==> config.mk <==
export PLATFORM = sky130hd
export DESIGN_NAME = adc_spi_reader
export DESIGN_NICKNAME = d
export VERILOG_FILES = /design/src/rtl/adc_pkg.sv /design/src/rtl/spi_clk_gen.sv /design/src/rtl/adc_spi_reader.sv
export SDC_FILE = /design/constraint.sdc
export NUM_CORES = 1
export LEC_CHECK = 0
export CAP_MARGIN = 20
export CORE_MARGIN = 4
export CORE_UTILIZATION = 51
export DETAILED_ROUTE_END_ITERATION = 12
export MAX_ROUTING_LAYER = met4
export PLACE_DENSITY = 0.72
export SLEW_MARGIN = 40
export SYNTH_ARGS = -nofsm -noshare
export SYNTH_HDL_FRONTEND = slang
export SYNTH_SLANG_ARGS = --single-unit
==> constraint.sdc <==
create_clock -name clk -period 3.5 [get_ports clk]
set_input_delay 0.7 -clock clk [delete_from_list [all_inputs] [get_ports clk]]
set_output_delay 0.7 -clock clk [all_outputs]
set_load 0.005 [all_outputs]
==> src/rtl/adc_pkg.sv <==
// Shared definitions for the ADC SPI reader: FSM states and frame geometry.
package adc_pkg;

  typedef enum logic [2:0] {
    IDLE,
    SETUP,
    SHIFT,
    HOLD,
    DONE
  } state_t;

  // One conversion frame is 16 SCLK periods: 4 leading zeros then 12 data bits.
  localparam int FRAME_BITS = 16;
  localparam int LEAD_ZEROS = 4;
  localparam int DATA_W     = 12;
  localparam int PERIOD_W   = $clog2(FRAME_BITS);

endpackage

==> src/rtl/spi_clk_gen.sv <==
// SCLK generator for the ADC frame. A start strobe launches 16 SCLK periods,
// each CLK_DIV cycles low then CLK_DIV cycles high. SCLK idles high and stays
// high after the final period. Strobes are valid in the cycle before the edge
// they describe, so the caller can act on the same clk edge that moves SCLK.
module spi_clk_gen
  import adc_pkg::*;
#(
  parameter int CLK_DIV = 4
) (
  input  logic                clk,
  input  logic                rst,
  input  logic                start,
  output logic                sclk,
  output logic                rise,
  output logic                high_end,
  output logic [PERIOD_W-1:0] period
);

  localparam int DIV_W = (CLK_DIV > 1) ? $clog2(CLK_DIV) : 1;

  logic             active;
  logic [DIV_W-1:0] div;
  logic             half_end;
  logic             last;

  assign half_end = active && (div == DIV_W'(CLK_DIV - 1));
  assign rise     = half_end && !sclk;
  assign high_end = half_end && sclk;
  assign last     = high_end && (period == PERIOD_W'(FRAME_BITS - 1));

  // Half-period counter and SCLK toggling; the last high half is held so the
  // line stays high into the hold phase.
  always_ff @(posedge clk or posedge rst) begin
    if (rst) begin
      active <= 1'b0;
      sclk   <= 1'b1;
      div    <= '0;
      period <= '0;
    end else if (start) begin
      active <= 1'b1;
      sclk   <= 1'b0;
      div    <= '0;
      period <= '0;
    end else if (active) begin
      if (half_end) begin
        div <= '0;
        if (!sclk) begin
          sclk <= 1'b1;
        end else if (last) begin
          active <= 1'b0;
        end else begin
          sclk   <= 1'b0;
          period <= period + 1'b1;
        end
      end else begin
        div <= div + 1'b1;
      end
    end
  end

endmodule

==> src/rtl/adc_spi_reader.sv <==
// SPI master for an AD7476-class 12-bit ADC. Starts one conversion per sample
// period, deserialises the 16-bit frame and presents the 12-bit result with a
// one-cycle valid strobe.
// Build option: define ADC_LEADING_ZERO_CHECK_EN to reject frames whose four
// leading bits are not zero (sample dropped, sticky frame_err set).
module adc_spi_reader
  import adc_pkg::*;
#(
  parameter int CLK_DIV       = 4,
  parameter int SAMPLE_PERIOD = 6250,
  parameter int QUIET         = 8,
  parameter int DATA_W        = adc_pkg::DATA_W
) (
  input  logic              clk,
  input  logic              rst,
  input  logic              enable,
  input  logic              adc_sdata,
  output logic              adc_cs_n,
  output logic              adc_sclk,
  output logic [DATA_W-1:0] adc_data,
  output logic              sample_valid,
  output logic              frame_err
);

  localparam int DIV_W  = (CLK_DIV > 1) ? $clog2(CLK_DIV) : 1;
  localparam int PCNT_W = $clog2(SAMPLE_PERIOD);
  localparam int Q_W    = $clog2(QUIET + 1);
`ifdef ADC_LEADING_ZERO_CHECK_EN
  localparam int SHIFT_W = FRAME_BITS;
`else
  // Without the check only the data bits are kept; leading bits shift out.
  localparam int SHIFT_W = DATA_W;
`endif

  if (CLK_DIV < 2) begin : g_bad_clk_div
    $error("adc_spi_reader: CLK_DIV must be at least 2");
  end
  if (SAMPLE_PERIOD < 34 * CLK_DIV + QUIET + 1) begin : g_bad_period
    $error("adc_spi_reader: SAMPLE_PERIOD too short for one frame plus quiet time");
  end
  if (DATA_W != FRAME_BITS - LEAD_ZEROS) begin : g_bad_data_w
    $error("adc_spi_reader: DATA_W must equal frame bits minus leading zeros");
  end

  state_t                state;
  logic [DIV_W-1:0]      cnt;
  logic [PCNT_W-1:0]     pcnt;
  logic [Q_W-1:0]        quiet_cnt;
  logic [SHIFT_W-1:0]    shift;
  logic                  tick;
  logic                  quiet_ok;
  logic                  gen_start;
  logic                  rise;
  logic                  high_end;
  logic [PERIOD_W-1:0]   period;
  logic                  shift_done;

  assign tick       = (pcnt == PCNT_W'(SAMPLE_PERIOD - 1));
  assign quiet_ok   = (quiet_cnt == Q_W'(QUIET));
  assign gen_start  = (state == SETUP) && (cnt == DIV_W'(CLK_DIV - 1));
  assign shift_done = high_end && (period == PERIOD_W'(FRAME_BITS - 1));

  spi_clk_gen #(
    .CLK_DIV (CLK_DIV)
  ) u_clk_gen (
    .clk      (clk),
    .rst      (rst),
    .start    (gen_start),
    .sclk     (adc_sclk),
    .rise     (rise),
    .high_end (high_end),
    .period   (period)
  );

  // Free-running sample-period counter; tick marks its last count.
  always_ff @(posedge clk or posedge rst) begin
    if (rst) begin
      pcnt <= '0;
    end else if (tick) begin
      pcnt <= '0;
    end else begin
      pcnt <= pcnt + 1'b1;
    end
  end

  // Counts cs_n-high cycles since the last frame, saturating at QUIET.
  always_ff @(posedge clk or posedge rst) begin
    if (rst) begin
      quiet_cnt <= '0;
    end else if (state == SETUP || state == SHIFT || state == HOLD) begin
      quiet_cnt <= '0;
    end else if (!quiet_ok) begin
      quiet_cnt <= quiet_cnt + 1'b1;
    end
  end

  // Deserialiser: capture adc_sdata on each SCLK rising edge, MSB first.
  always_ff @(posedge clk) begin
    if (rise) begin
      shift <= {shift[SHIFT_W-2:0], adc_sdata};
    end
  end

`ifdef ADC_LEADING_ZERO_CHECK_EN
  logic frame_err_q;
  assign frame_err = frame_err_q;
`else
  assign frame_err = 1'b0;
`endif

  // Frame sequencer with registered chip select, sample and valid outputs.
  always_ff @(posedge clk or posedge rst) begin
    if (rst) begin
      state        <= IDLE;
      cnt          <= '0;
      adc_cs_n     <= 1'b1;
      adc_data     <= '0;
      sample_valid <= 1'b0;
`ifdef ADC_LEADING_ZERO_CHECK_EN
      frame_err_q  <= 1'b0;
`endif
    end else begin
      sample_valid <= 1'b0;
      case (state)
        IDLE: begin
          if (tick && enable && quiet_ok) begin
            state    <= SETUP;
            cnt      <= '0;
            adc_cs_n <= 1'b0;
          end
        end
        SETUP: begin
          if (cnt == DIV_W'(CLK_DIV - 1)) begin
            cnt   <= '0;
            state <= SHIFT;
          end else begin
            cnt <= cnt + 1'b1;
          end
        end
        SHIFT: begin
          if (shift_done) begin
            cnt   <= '0;
            state <= HOLD;
          end
        end
        HOLD: begin
          if (cnt == DIV_W'(CLK_DIV - 1)) begin
            cnt      <= '0;
            state    <= DONE;
            adc_cs_n <= 1'b1;
`ifdef ADC_LEADING_ZERO_CHECK_EN
            if (shift[SHIFT_W-1 -: LEAD_ZEROS] != '0) begin
              frame_err_q <= 1'b1;
            end else begin
              adc_data     <= shift[DATA_W-1:0];
              sample_valid <= 1'b1;
            end
`else
            adc_data     <= shift[DATA_W-1:0];
            sample_valid <= 1'b1;
`endif
          end else begin
            cnt <= cnt + 1'b1;
          end
        end
        DONE: begin
          state <= IDLE;
        end
        default: begin
          state    <= IDLE;
          adc_cs_n <= 1'b1;
        end
      endcase
    end
  end

endmodule
==> metrics list <==
* Yosys warning count: 0
* Post-layout net count: 248
* Critical Setup Path Class: flop to output pin
- Worst hold path class: flop to flop
* Worst slew margin: between 50% and 60%
- Grt met3 use: 3.55%
* Lkg Pwr: 1.25 nW
- The count of nets left with antenna violations once routing finished came out at 0.
- met2 is the most crowded layer.
- TritonCTS built the clock tree.
* Result of the run: finished clean
* Max Clock Skew: 0.00935 ns
- Clock root buffer: sky130_fd_sc_hd__clkbuf_8
- Time the worst path needs with I/O delays and setup: 2.08 ns
- # hold bufs at CTS: 0
* CTS sink cnt: 56
* Stages on the worst setup path: 1
- Setup repair after global routing left no endpoint under its margin.
* Post-cts resize count: 0
- The floorplan has 24 rows.
* Core box area: 4440 sq um
- Tightest hold margin: 0.438 ns
* Setup repair bufs after CTS: 0
- Entering global routing, the biggest net connects 45 pins.
- Detailed Place HPWL: 2610 um
* Signed area change from the synthesized netlist to the final layout: 14.4%
- Cell count after synthesis: 217
- Global routing used 21.9% of the available met2 tracks.
* Critical path cell sequence: clkdlybuf4s50_1
- Number of top-level pins: 20
- The final max-slew violation count came to 0.
- Fraction of layout cells with a size suffix above 1: 5.88%
* CP Capture Type: output pin
- The number of antenna violations at the first check in global routing was 0.
* Power after layout: 0.00108 W
- Switching share of power: 18.8%
- TritonCTS created 5 clock buffers.
- Cell internal power was estimated by the tool at 0.000880 W.
- Average detailed-routed wire length per instance: about 13 um
- CP Buf/Inv Count: 1
- Total wire length after detailed routing: just under 4000 um
* Endpoint arrival time on the critical path: 1.38 ns
- The H-tree generated during clock tree synthesis spans 2 levels.
- Fmax: 480 MHz
* Highest-delay cell along the critical path: sky130_fd_sc_hd__dfstp_2
* Source-to-sink clock delay at the later pin of the worst-skew pair: 0.30 ns
- Wire length of the first global-routing pass: just under 7000 um
* Ant diodes: 0
* Reg clk slew, reported paths: 0.10 ns
- Type of element launching the critical path: flop
- In this design, the stage delay of the slowest critical-path cell is roughly 0.58 ns.
- Number of synthesized flops with an enable pin: 12
- Vias: ~1500
* DR pass1 iterations: 4
- The number of cells on the worst reg-to-reg path is 4.
- Final setup viols: 0
- The finished layout holds 290 standard cells, fillers aside.
- Yosys top cell by area: sky130_fd_sc_hd__dfrtp_1
* Placed Cells incl. Taps: 282
* Via/cell ratio: 5.16
* Hold Path Cell Cnt: 2
- After global routing the overflow that remains totals 0.
- For this design the ratio of total power to cell area is 399 nW/um^2.
* Routability-driven placement congestion ratio: 0.731
- Global routing usage on met1: 19.6%
- Across the run, the number of max-cap violations was 0.
- Count of input and output buffers: 18
- Effective utilization at floorplan: 53.5%
* Flop pwr share: 61.2%
* Max Buffers Root-to-Sink: 2
- Mapped cell area: 2380 sq um
* Placed Instance Area: 2610 sq um
* Slew of the pin with the lowest slew margin: around 0.60 ns
* Area of the die: 5820 sq um
- Die Wd: 76.3 um
- Share of the synthesized area in the top cell type: roughly 44%
- Most frequently used flop master after synthesis: sky130_fd_sc_hd__dfrtp_1
- When the netlist entered floorplanning its net count stood at 228.
* Number of design rule violations left after detail routing: 0
- Setup total negative slack on the finished layout was measured at 0 ns.
- After the first detailed-routing iteration, the DRC count stood at 44.
- Dividing the synthesized area by the synthesized cell count gives between 10 and 15 sq um.
- Share of the clock period used by the worst path: 59.5%
- Sequential share of the synthesized area: 61.6%
- The die is 76.3 um tall.
- Synth async-reset ratio: between 70 and 80%
- By area the synthesized netlist is led by sky130_fd_sc_hd__dfrtp_1 (44%), sky130_fd_sc_hd__edfxtp_1 (15%), sky130_fd_sc_hd__nand2_1 (7.1%).
- Across every metal layer, demand over resource in global routing totals around 15%.
- The number of different library cells used by synthesis comes to 33.
- Once layout is done, the placed cells without fillers occupy 2720 sq um.
- The share of total power dissipated in the clock network is 37.5%.
- Reported net switching power: 0.000204 W
* Comb pwr share: 1.3%
* Maximum vdd ir drop: around 0.31 mV
- Hold Violations, Final: 0
- The via count of the first global-routing pass is between 1000 and 1500.
* Cell family contributing the most delay on the critical path: flip-flops
- Of all nets on the critical path, the largest fanout is 5.
- Crit path required time: 2.80 ns
- The synthesized design contains 56 register bits.
-- area by class of cell --
class / count / area, sq um
fill: 389 / 1730
clock buffer: 6 / 72.6
tap: 52 / 65.1
sequential: 56 / 1460
timing repair buffer: 19 / 188
clock inverter: 2 / 35.0
inverter: 8 / 30.0
multi-input combinational: 147 / 865
-- flip-flops by register name, indices dropped and copies added, names as in the netlist, 2 cells and up --
name / cells
quiet_cnt: 4
u_clk_gen.period: 4
shift: 12
state: 3
pcnt: 13
cnt: 2
u_clk_gen.div: 2
adc_data: 12
-- worst reg2reg max path, stage by stage, from the launching register on --
cell and delay, ns:
sky130_fd_sc_hd__dfrtp_1 0.43, sky130_fd_sc_hd__or4b_4 0.56, sky130_fd_sc_hd__nor4_4 0.53, sky130_fd_sc_hd__a31o_1 0.28, sky130_fd_sc_hd__a31oi_1 0.10
-- Yosys cell counts (5+ instances only) --
cell type                   n
sky130_fd_sc_hd__and3_1     6
sky130_fd_sc_hd__nand3_1    9
sky130_fd_sc_hd__nand2b_1   5
sky130_fd_sc_hd__nor3_1     5
sky130_fd_sc_hd__xor2_1     8
sky130_fd_sc_hd__edfxtp_1  12
sky130_fd_sc_hd__nand2_1   45
sky130_fd_sc_hd__ha_1       7
sky130_fd_sc_hd__a21oi_1    6
sky130_fd_sc_hd__nor2_1    22
sky130_fd_sc_hd__clkbuf_1   5
sky130_fd_sc_hd__inv_1      8
sky130_fd_sc_hd__dfrtp_1   42
sky130_fd_sc_hd__xnor2_1    7
-- cells by family (layout without fill, tap and decap cells) --
| family | Yosys count | in the layout | share of synthesized area, % |
|---|---|---|---|
| flops | 56 | 56 | 61.6 |
| buf+inv | 14 | 35 | 2.37 |
| mux | 4 | 4 | 1.68 |
| xor+xnor | 15 | 15 | 5.53 |
| fa+ha+maj | 7 | 7 | 3.68 |
| simple gates | 103 | 103 | 20.7 |
| compound gates | 17 | 17 | 4.32 |
| other cells | 1 | 1 | 0.158 |
-- cells in the final DEF (no fill, tap or decap), types with 2 or more instances in the layout --
cell,n
sky130_fd_sc_hd__o21ai_0,4
sky130_fd_sc_hd__a31oi_1,3
sky130_fd_sc_hd__edfxtp_1,12
sky130_fd_sc_hd__and3_1,6
sky130_fd_sc_hd__clkbuf_8,5
sky130_fd_sc_hd__nand3_1,9
sky130_fd_sc_hd__mux2i_1,4
sky130_fd_sc_hd__clkdlybuf4s50_1,18
sky130_fd_sc_hd__xnor2_1,7
sky130_fd_sc_hd__a21oi_1,6
sky130_fd_sc_hd__dfstp_2,2
sky130_fd_sc_hd__nor2_1,21
sky130_fd_sc_hd__dfrtp_1,42
sky130_fd_sc_hd__xor2_1,8
sky130_fd_sc_hd__nand2b_1,5
sky130_fd_sc_hd__ha_1,7
sky130_fd_sc_hd__nor3_1,4
sky130_fd_sc_hd__inv_1,7
sky130_fd_sc_hd__nand4_1,2
sky130_fd_sc_hd__a31o_1,2
sky130_fd_sc_hd__nand2_1,45
-- power by group through the flow --
stage               Clock (W)  Combinational [W]  Sequential, W
floorplan                   0         0.00000851       0.000677
global route         0.000454          0.0000169       0.000664
global placement            0          0.0000152       0.000677
finish               0.000407          0.0000140       0.000664
detailed placement          0          0.0000154       0.000677
CTS                  0.000420          0.0000154       0.000664
-- worst paths after layout --
kind                                  end  slack [ns]            from
setup / recovery                 adc_sclk        1.42  u_clk_gen.sclk
hold / removal               adc_data[11]        0.44       shift[11]
max in group asynchronous  u_clk_gen.sclk        2.30             rst
min in group asynchronous         pcnt[4]        0.82             rst
setup reg to reg                   cnt[1]        1.48        pcnt[10]
hold reg to reg              adc_data[11]        0.44       shift[11]
-- stage by stage --
stage          setup WS [ns]  utilization (%)
6_report                1.42             61.2
3_5_place_dp            1.50             58.8
3_3_place_gp            1.55             58.6
4_1_cts                 1.40             61.2
2_1_floorplan           1.70                -
5_1_grt                 1.35             61.2
-- metal layers --
| layer | vias to the layer above | wire length (um) |
|---|---|---|
| met1 | 708 | 1970 |
| met3 | 6 | 109 |
| met2 | 18 | 1730 |
| li1 | 763 | - |
| met5 | - | 0 |
| met4 | 0 | 55 |
(Power assumes the default switching activity.)
